==> config.mk <==
export PLATFORM = sky130hd
export DESIGN_NAME = serializer
export DESIGN_NICKNAME = d
export VERILOG_FILES = /design/src/rtl/serializer.sv
export SDC_FILE = /design/constraint.sdc
export NUM_CORES = 2
export LEC_CHECK = 0
export ABC_AREA = 0
export CELL_PAD_IN_SITES_DETAIL_PLACEMENT = 0
export CELL_PAD_IN_SITES_GLOBAL_PLACEMENT = 1
export CORE_ASPECT_RATIO = 0.5
export CORE_MARGIN = 2
export CORE_UTILIZATION = 30
export DETAILED_ROUTE_END_ITERATION = 16
export GPL_TIMING_DRIVEN = 0
export PLACE_DENSITY = 0.69
export REMOVE_ABC_BUFFERS = 1
export SLEW_MARGIN = 0
export SYNTH_ARGS = -nofsm -noshare
export SYNTH_HDL_FRONTEND = slang
export SYNTH_SLANG_ARGS = --single-unit
export TNS_END_PERCENT = 50
==> constraint.sdc <==
create_clock -name clk -period 6.7 [get_ports clk]
set_input_delay 1.34 -clock clk [delete_from_list [all_inputs] [get_ports clk]]
set_output_delay 1.34 -clock clk [all_outputs]
set_load 0.05 [all_outputs]
==> src/rtl/serializer.sv <==
// Splits one captured message into a header beat plus NUMBER_PACKET payload beats on an AXI-Stream style Aurora TX port.
// Optional build macro SERIALIZER_HDR_CHECKSUM_EN adds an XOR-of-all-bytes checksum to the header beat.
//
// state   | meaning
// IDLE    | waiting for send_data_valid; captures the message on acceptance
// HEADER  | header beat on the bus, frame_count = 0
// PAYLOAD | payload beat frame_count-1 on the bus, frame_count = 1..NUMBER_PACKET
// DONE    | one-cycle done_serializer pulse, bus idle
module serializer #(
  parameter int NUMER_OF_LANE          = 1,
  parameter int AURORA_DATA_WIDTH      = 64*NUMER_OF_LANE,
  parameter int SEND_DATA_WIDTH        = 1024,
  parameter int RECOGNIZE_HEADER_WIDTH = 1,
  parameter int RECOGNIZE_ROUTER_WIDTH = 2,
  parameter int HOST_PAYLOAD_WIDTH     = AURORA_DATA_WIDTH-3,
  parameter int NUMBER_PACKET          = SEND_DATA_WIDTH/HOST_PAYLOAD_WIDTH+1,
  parameter int ADDR_WIDTH             = 10,
  parameter int NUMBER_OF_TTL          = 1,
  parameter int TTL_WIDTH              = $clog2(NUMBER_OF_TTL)
) (
  input  logic                         clk,
  input  logic                         rst_n,
  input  logic                         send_data_valid,
  input  logic [SEND_DATA_WIDTH-1:0]   v_data_read,
  input  logic [ADDR_WIDTH-1:0]        dst_addr_send,
  input  logic [1:0]                   TTL_send,
  input  logic [1:0]                   router_id_send,
  output logic                         axis_tx_tvalid,
  output logic                         axis_tx_tlast,
  output logic [AURORA_DATA_WIDTH-1:0] axis_tx_tdata,
  output logic                         done_serializer
);

  localparam int ROUTER_LSB  = RECOGNIZE_HEADER_WIDTH;
  localparam int PAYLOAD_LSB = RECOGNIZE_HEADER_WIDTH + RECOGNIZE_ROUTER_WIDTH;
  localparam int TTL_LSB     = PAYLOAD_LSB + ADDR_WIDTH;
  localparam int PAD_W       = NUMBER_PACKET * HOST_PAYLOAD_WIDTH;
  localparam int OFS_W       = $clog2(PAD_W);
  localparam logic [4:0] FRAME_LAST = 5'(NUMBER_PACKET);

  if (TTL_WIDTH > 2) begin : g_ttl_chk
    $error("TTL_WIDTH does not fit the fixed 2-bit TTL field");
  end

  typedef enum logic [1:0] {IDLE, HEADER, PAYLOAD, DONE} state_e;

  state_e                         state_q, state_d;
  logic [4:0]                     frame_count_q, frame_count_d;
  logic [SEND_DATA_WIDTH-1:0]     data_q, data_d;
  logic [ADDR_WIDTH-1:0]          dst_q, dst_d;
  logic [1:0]                     ttl_q, ttl_d;
  logic [1:0]                     rid_q, rid_d;

  logic                           tvalid_q, tvalid_d;
  logic                           tlast_q, tlast_d;
  logic                           done_q, done_d;
  logic [AURORA_DATA_WIDTH-1:0]   tdata_q, tdata_d;

  logic [PAD_W-1:0]               data_pad;
  logic [4:0]                     beat_idx;
  logic [OFS_W-1:0]               beat_ofs;
  logic [HOST_PAYLOAD_WIDTH-1:0]  beat_payload;

  always_comb begin
    state_d       = state_q;
    frame_count_d = frame_count_q;
    data_d        = data_q;
    dst_d         = dst_q;
    ttl_d         = ttl_q;
    rid_d         = rid_q;
    case (state_q)
      IDLE: begin
        if (send_data_valid) begin
          state_d       = HEADER;
          frame_count_d = 5'd0;
          data_d        = v_data_read;
          dst_d         = dst_addr_send;
          ttl_d         = TTL_send;
          rid_d         = router_id_send;
        end
      end
      HEADER: begin
        state_d       = PAYLOAD;
        frame_count_d = 5'd1;
      end
      PAYLOAD: begin
        if (frame_count_q == FRAME_LAST) begin
          state_d       = DONE;
          frame_count_d = 5'd0;
        end else begin
          frame_count_d = frame_count_q + 5'd1;
        end
      end
      DONE:    state_d = IDLE;
      default: state_d = IDLE;
    endcase
  end

  // Outputs are built from next-state values so the registered beat lines up
  // with the state it belongs to (header lands one cycle after acceptance).
  // The message is zero-extended so the final short beat pads with zeros.
  assign data_pad     = PAD_W'(data_d);
  assign beat_idx     = (frame_count_d == 5'd0) ? 5'd0 : frame_count_d - 5'd1;
  assign beat_ofs     = OFS_W'(beat_idx) * OFS_W'(HOST_PAYLOAD_WIDTH);
  assign beat_payload = data_pad[beat_ofs +: HOST_PAYLOAD_WIDTH];

`ifdef SERIALIZER_HDR_CHECKSUM_EN
  logic [7:0] csum;

  always_comb begin
    csum = 8'h00;
    for (int i = 0; i < SEND_DATA_WIDTH/8; i++) begin
      csum = csum ^ data_d[i*8 +: 8];
    end
  end
`endif

  always_comb begin
    tvalid_d = 1'b0;
    tlast_d  = 1'b0;
    done_d   = 1'b0;
    tdata_d  = '0;
    case (state_d)
      HEADER: begin
        tvalid_d                                      = 1'b1;
        tdata_d[0 +: RECOGNIZE_HEADER_WIDTH]          = RECOGNIZE_HEADER_WIDTH'(1);
        tdata_d[ROUTER_LSB +: RECOGNIZE_ROUTER_WIDTH] = rid_d;
        tdata_d[PAYLOAD_LSB +: ADDR_WIDTH]            = dst_d;
        tdata_d[TTL_LSB +: 2]                         = ttl_d;
`ifdef SERIALIZER_HDR_CHECKSUM_EN
        tdata_d[TTL_LSB+2 +: 8]                       = csum;
`endif
      end
      PAYLOAD: begin
        tvalid_d                                      = 1'b1;
        tlast_d                                       = (frame_count_d == FRAME_LAST);
        tdata_d[ROUTER_LSB +: RECOGNIZE_ROUTER_WIDTH] = rid_d;
        tdata_d[PAYLOAD_LSB +: HOST_PAYLOAD_WIDTH]    = beat_payload;
      end
      DONE:    done_d = 1'b1;
      default: ;
    endcase
  end

  always_ff @(posedge clk or negedge rst_n) begin
    if (!rst_n) begin
      state_q       <= IDLE;
      frame_count_q <= 5'd0;
      data_q        <= '0;
      dst_q         <= '0;
      ttl_q         <= 2'd0;
      rid_q         <= 2'd0;
      tvalid_q      <= 1'b0;
      tlast_q       <= 1'b0;
      done_q        <= 1'b0;
      tdata_q       <= '0;
    end else begin
      state_q       <= state_d;
      frame_count_q <= frame_count_d;
      data_q        <= data_d;
      dst_q         <= dst_d;
      ttl_q         <= ttl_d;
      rid_q         <= rid_d;
      tvalid_q      <= tvalid_d;
      tlast_q       <= tlast_d;
      done_q        <= done_d;
      tdata_q       <= tdata_d;
    end
  end

  assign axis_tx_tvalid  = tvalid_q;
  assign axis_tx_tlast   = tlast_q;
  assign axis_tx_tdata   = tdata_q;
  assign done_serializer = done_q;

endmodule

==> impl_metrics.tcl <==
set metrics [dict create \
    synthXorXnorAreaFrac_pct 0.0171 \
    peakVddDrop_mv 0.702 \
    cts_made_buffers 111 \
    timing.clock.skew_ns 0.0288 \
    post-route-period-util_pct 97.2 \
    hold_path.class "reg2reg" \
    ff2ff_setup_slack_ns 0.52 \
    synthesis.area_mm2 0.0512 \
    postSynth.asyncResetShare_pct 100 \
    timing.max_cap.violations 0 \
    via_count_of_the_first_global_routing_pass 45000 \
    r2r_cells 16 \
    pin_count_of_the_biggest_net_entering_global_routing 167 \
    route.antenna.remaining_nets 0 \
    critical_path.max_stage_delay_ns 0.72 \
    crit-reg2reg-launch "state_q[0]" \
    drt-wirelength-per-cell_um 24.1 \
    detailroute.via_count 46600 \
    die_area_mm2 0.174 \
    path_max_fanout 47 \
    seq_area_frac_synth_pct 54.4 \
    layout_commonest_cell "sky130_fd_sc_hd__nand2_1" \
    synth_fa_ha_area_share_pct 0.269 \
    top_level_ports 1108 \
    synth_enable_flop_cells 0 \
    worst_setup_path_endpoint "axis_tx_tdata[61]" \
    setup_slack_ns 0.189 \
    post_synthesis_mux_area_share_pct 5.23 \
    post_cts_hold_buffer_count 0 \
    cts.sink_count 1112 \
    layout_common_cells "sky130_fd_sc_hd__nand2_1, sky130_fd_sc_hd__dfrtp_1, sky130_fd_sc_hd__clkdlybuf4s50_1" \
    power-per-cell-area_mw_per_mm2 583 \
    synth_top_cells_by_area "sky130_fd_sc_hd__dfrtp_1, sky130_fd_sc_hd__nand2_1, sky130_fd_sc_hd__mux2i_1" \
    worst_skew_pair.late_latency_ns 0.73 \
    gr-usage-all-layers_pct 25.5 \
    worst_path_most_repeated_cell "sky130_fd_sc_hd__buf_16" \
    cp-startpoint "send_data_valid" \
    finalMaxSlewViolations 0 \
    critPathLaunchType "input pin" \
    area_growth_syn_to_layout_pct 37.3 \
    core_area_mm2 0.170 \
    synth-simple-area-share_pct 28.9 \
    synthDominantCellAreaShare_pct 54.4 \
    worstPathArrival_ns 7.12 \
    nets 8102 \
    cp_data_required_time_ns 7.31 \
    root_buffer "sky130_fd_sc_hd__clkbuf_16" \
    antenna_violations_before_repair 111 \
    detailed_placement_hpwl_um 167000 \
    drc 0 \
    htree_num_levels 3 \
    yosys_warnings 0 \
    finalSetupViolations 0 \
    die_ht_um 296 \
    vias_per_cell 4.89 \
    first_pass_iters 5 \
    port_buffers 1107 \
    cts_clock_pin_slew_for_the_worst_setup_and_hold_paths_ns 0.07 \
    endpoint_kind "flop" \
    final_layout_size_suffix_gt1_share_pct 6.03 \
    rsz0062_at_grt "no" \
    yosys.cell_types.count 85 \
    timing.slew.headroom_pct 8.59 \
    drtIter0Drc 3568 \
    tightest_slew_ns 1.37 \
    cell_with_the_largest_stage_delay_on_the_worst_path "sky130_fd_sc_hd__mux2i_1" \
    synth_top_family_by_area "simple AND/OR/NAND/NOR gates" \
    postSynthRegisterBits 1112 \
    reg2reg_end "axis_tx_tdata[61]" \
    cts_tree "yes" \
    initial_util_pct 30.1 \
    finish.cell_count_without_fillers 9523 \
    synthesis.area_per_instance_um2 8.37 \
    synth_compound_gate_area_share_pct 7.52 \
    yosysTopAreaCell "sky130_fd_sc_hd__dfrtp_1" \
    total_routed_length_um 229000 \
    clock.fmax_mhz 154 \
    pre_cts_slack_ns -1.67 \
    fill_cells 17300 \
    worstSetupPathType "in2reg" \
    grt_overflow_total 0 \
    final_weighted_congestion_in_routability_driven_placement 0.853 \
    crit_chain "clkdlybuf4s50_1, nor2b_1, a211oi_2, nand2_4, buf_16, ha_4, inv_4, buf_16, a21oi_4, buf_16, buf_12, mux2i_1, o22a_1, a21oi_1, a31o_2" \
    synth-main-ff-cell "sky130_fd_sc_hd__dfrtp_1" \
    grt_pass1_wl_um 323000 \
    hold_viol 0 \
    row_count 107 \
    run_status "finished clean" \
    ctsLongestPathBuffers 3 \
    synth_instances 6116 \
    tmin_final_ns 6.51 \
    fin_tns_setup_ns 0 \
    power_leakage_uw 0.0338 \
    floorplan.die.width_um 588 \
    post-place-cells 9222 \
]
-- per-layer routing --
metal  GRT usage [%]  vias to the layer above  wire [µm]
met5               0                        -        103
met4            11.1                       16       8800
met3            2.84                      368       9460
met2            42.8                     1206     113000
met1            33.5                    23300      97500
li1                -                    21700          -
-- cells by family (layout without fill, tap and decap cells) --
logic type,after synthesis,in the layout
AOI/OAI and AO/OA,563,563
xor gates and xnor gates,1,1
adders and majority gates,11,11
buffers and inverters,420,1449
DFF,1112,1112
muxes,260,260
other,0,89
and+or+nand+nor,3749,3749
-- where the power goes --
part           internal, µW  total (µW)  switching (µW)
clock                  3830        6810            2970
sequential             9810       10600             770
combinational          8410       23600           15200
total                 22000       41000           18900
-- synthesized netlist by cell type (all sizes together), types with 5 or more instances --
cell        n
mux2i     202
o21bai      5
clkbuf    209
or2         5
a221oi      8
o2111ai    14
a31oi      23
or3        13
o22ai      32
o221a       6
o211ai     26
inv        18
o21a       24
a21o        5
a311oi     13
o32ai      12
nor3       95
a211oi     34
o22a       15
a22oi      14
nand4b     11
nand3      31
nand2    3192
a221o      14
nor4       18
o2bb2ai     8
nor2      263
nor3b      18
o31ai       8
and3       33
a22o       11
mux2       58
ha         11
o31a        8
dfrtp    1112
nand2b     22
a31o       12
o21ai     114
and2       28
buf       193
a21oi     134
-- state kept, by name, indices dropped and copies added, names as in the netlist --
register,flops
dst_q,10
axis_tx_tvalid,1
data_q,1024
axis_tx_tlast,1
ttl_q,2
done_serializer,1
axis_tx_tdata,64
frame_count_q,5
state_q,2
rid_q,2
-- worst max-delay path, delay by kind of cell --
family                     cells  cell delay [ns]
buffers and inverters          6             1.88
AOI/OAI and AO/OA              5             1.48
and+or+nand+nor                2             0.92
muxes                          1             0.72
adders and majority gates      1             0.59
-- how the worst min path moves through the flow --
stage                     start  slack (ns)  cells after the start     endpoint
global route        data_q[925]        0.48                      2  data_q[925]
floorplan           data_q[305]        0.43                      2  data_q[305]
detailed placement  data_q[905]        0.45                      2  data_q[905]
finish              data_q[911]        0.46                      2  data_q[911]
CTS                 data_q[906]        0.47                      2  data_q[906]
global placement    data_q[990]        0.45                      2  data_q[990]
-- repair_timing --
| action | in CTS | in global routing |
|---|---|---|
| pin swaps | 1 | 2 |
| endpoints found under the setup margin | 32 | 20 |
| gates cloned | 0 | 0 |
| resized for setup | 6 | 4 |
| buffers inserted | 3 | 1 |
-- layout make-up --
type	instances	area (µm²)	share of cell area [%]
flip-flops and latches	1112	27800	39.6
multi-input cells	4584	21700	30.8
repair buffers	1223	13700	19.6
clock buffers	164	3290	4.68
well taps	2289	2860	4.08
clock inverters	44	574	0.817
diodes	89	223	0.317
inverters	18	70.1	0.0997
-- stage by stage --
stage / area [µm²] / hold WS [ns] / utilization, % / total power, µW
floorplan: 49400 / 0.433 / - / 24500
global placement: 63300 / 0.446 / 37.3 / 27800
detailed placement: 66100 / 0.451 / 38.9 / 34200
CTS: 70000 / 0.466 / 41.2 / 41100
global route: 70200 / 0.476 / 41.3 / 43600
finish: 70300 / 0.463 / 41.4 / 41000
(Power assumes the default switching activity.)
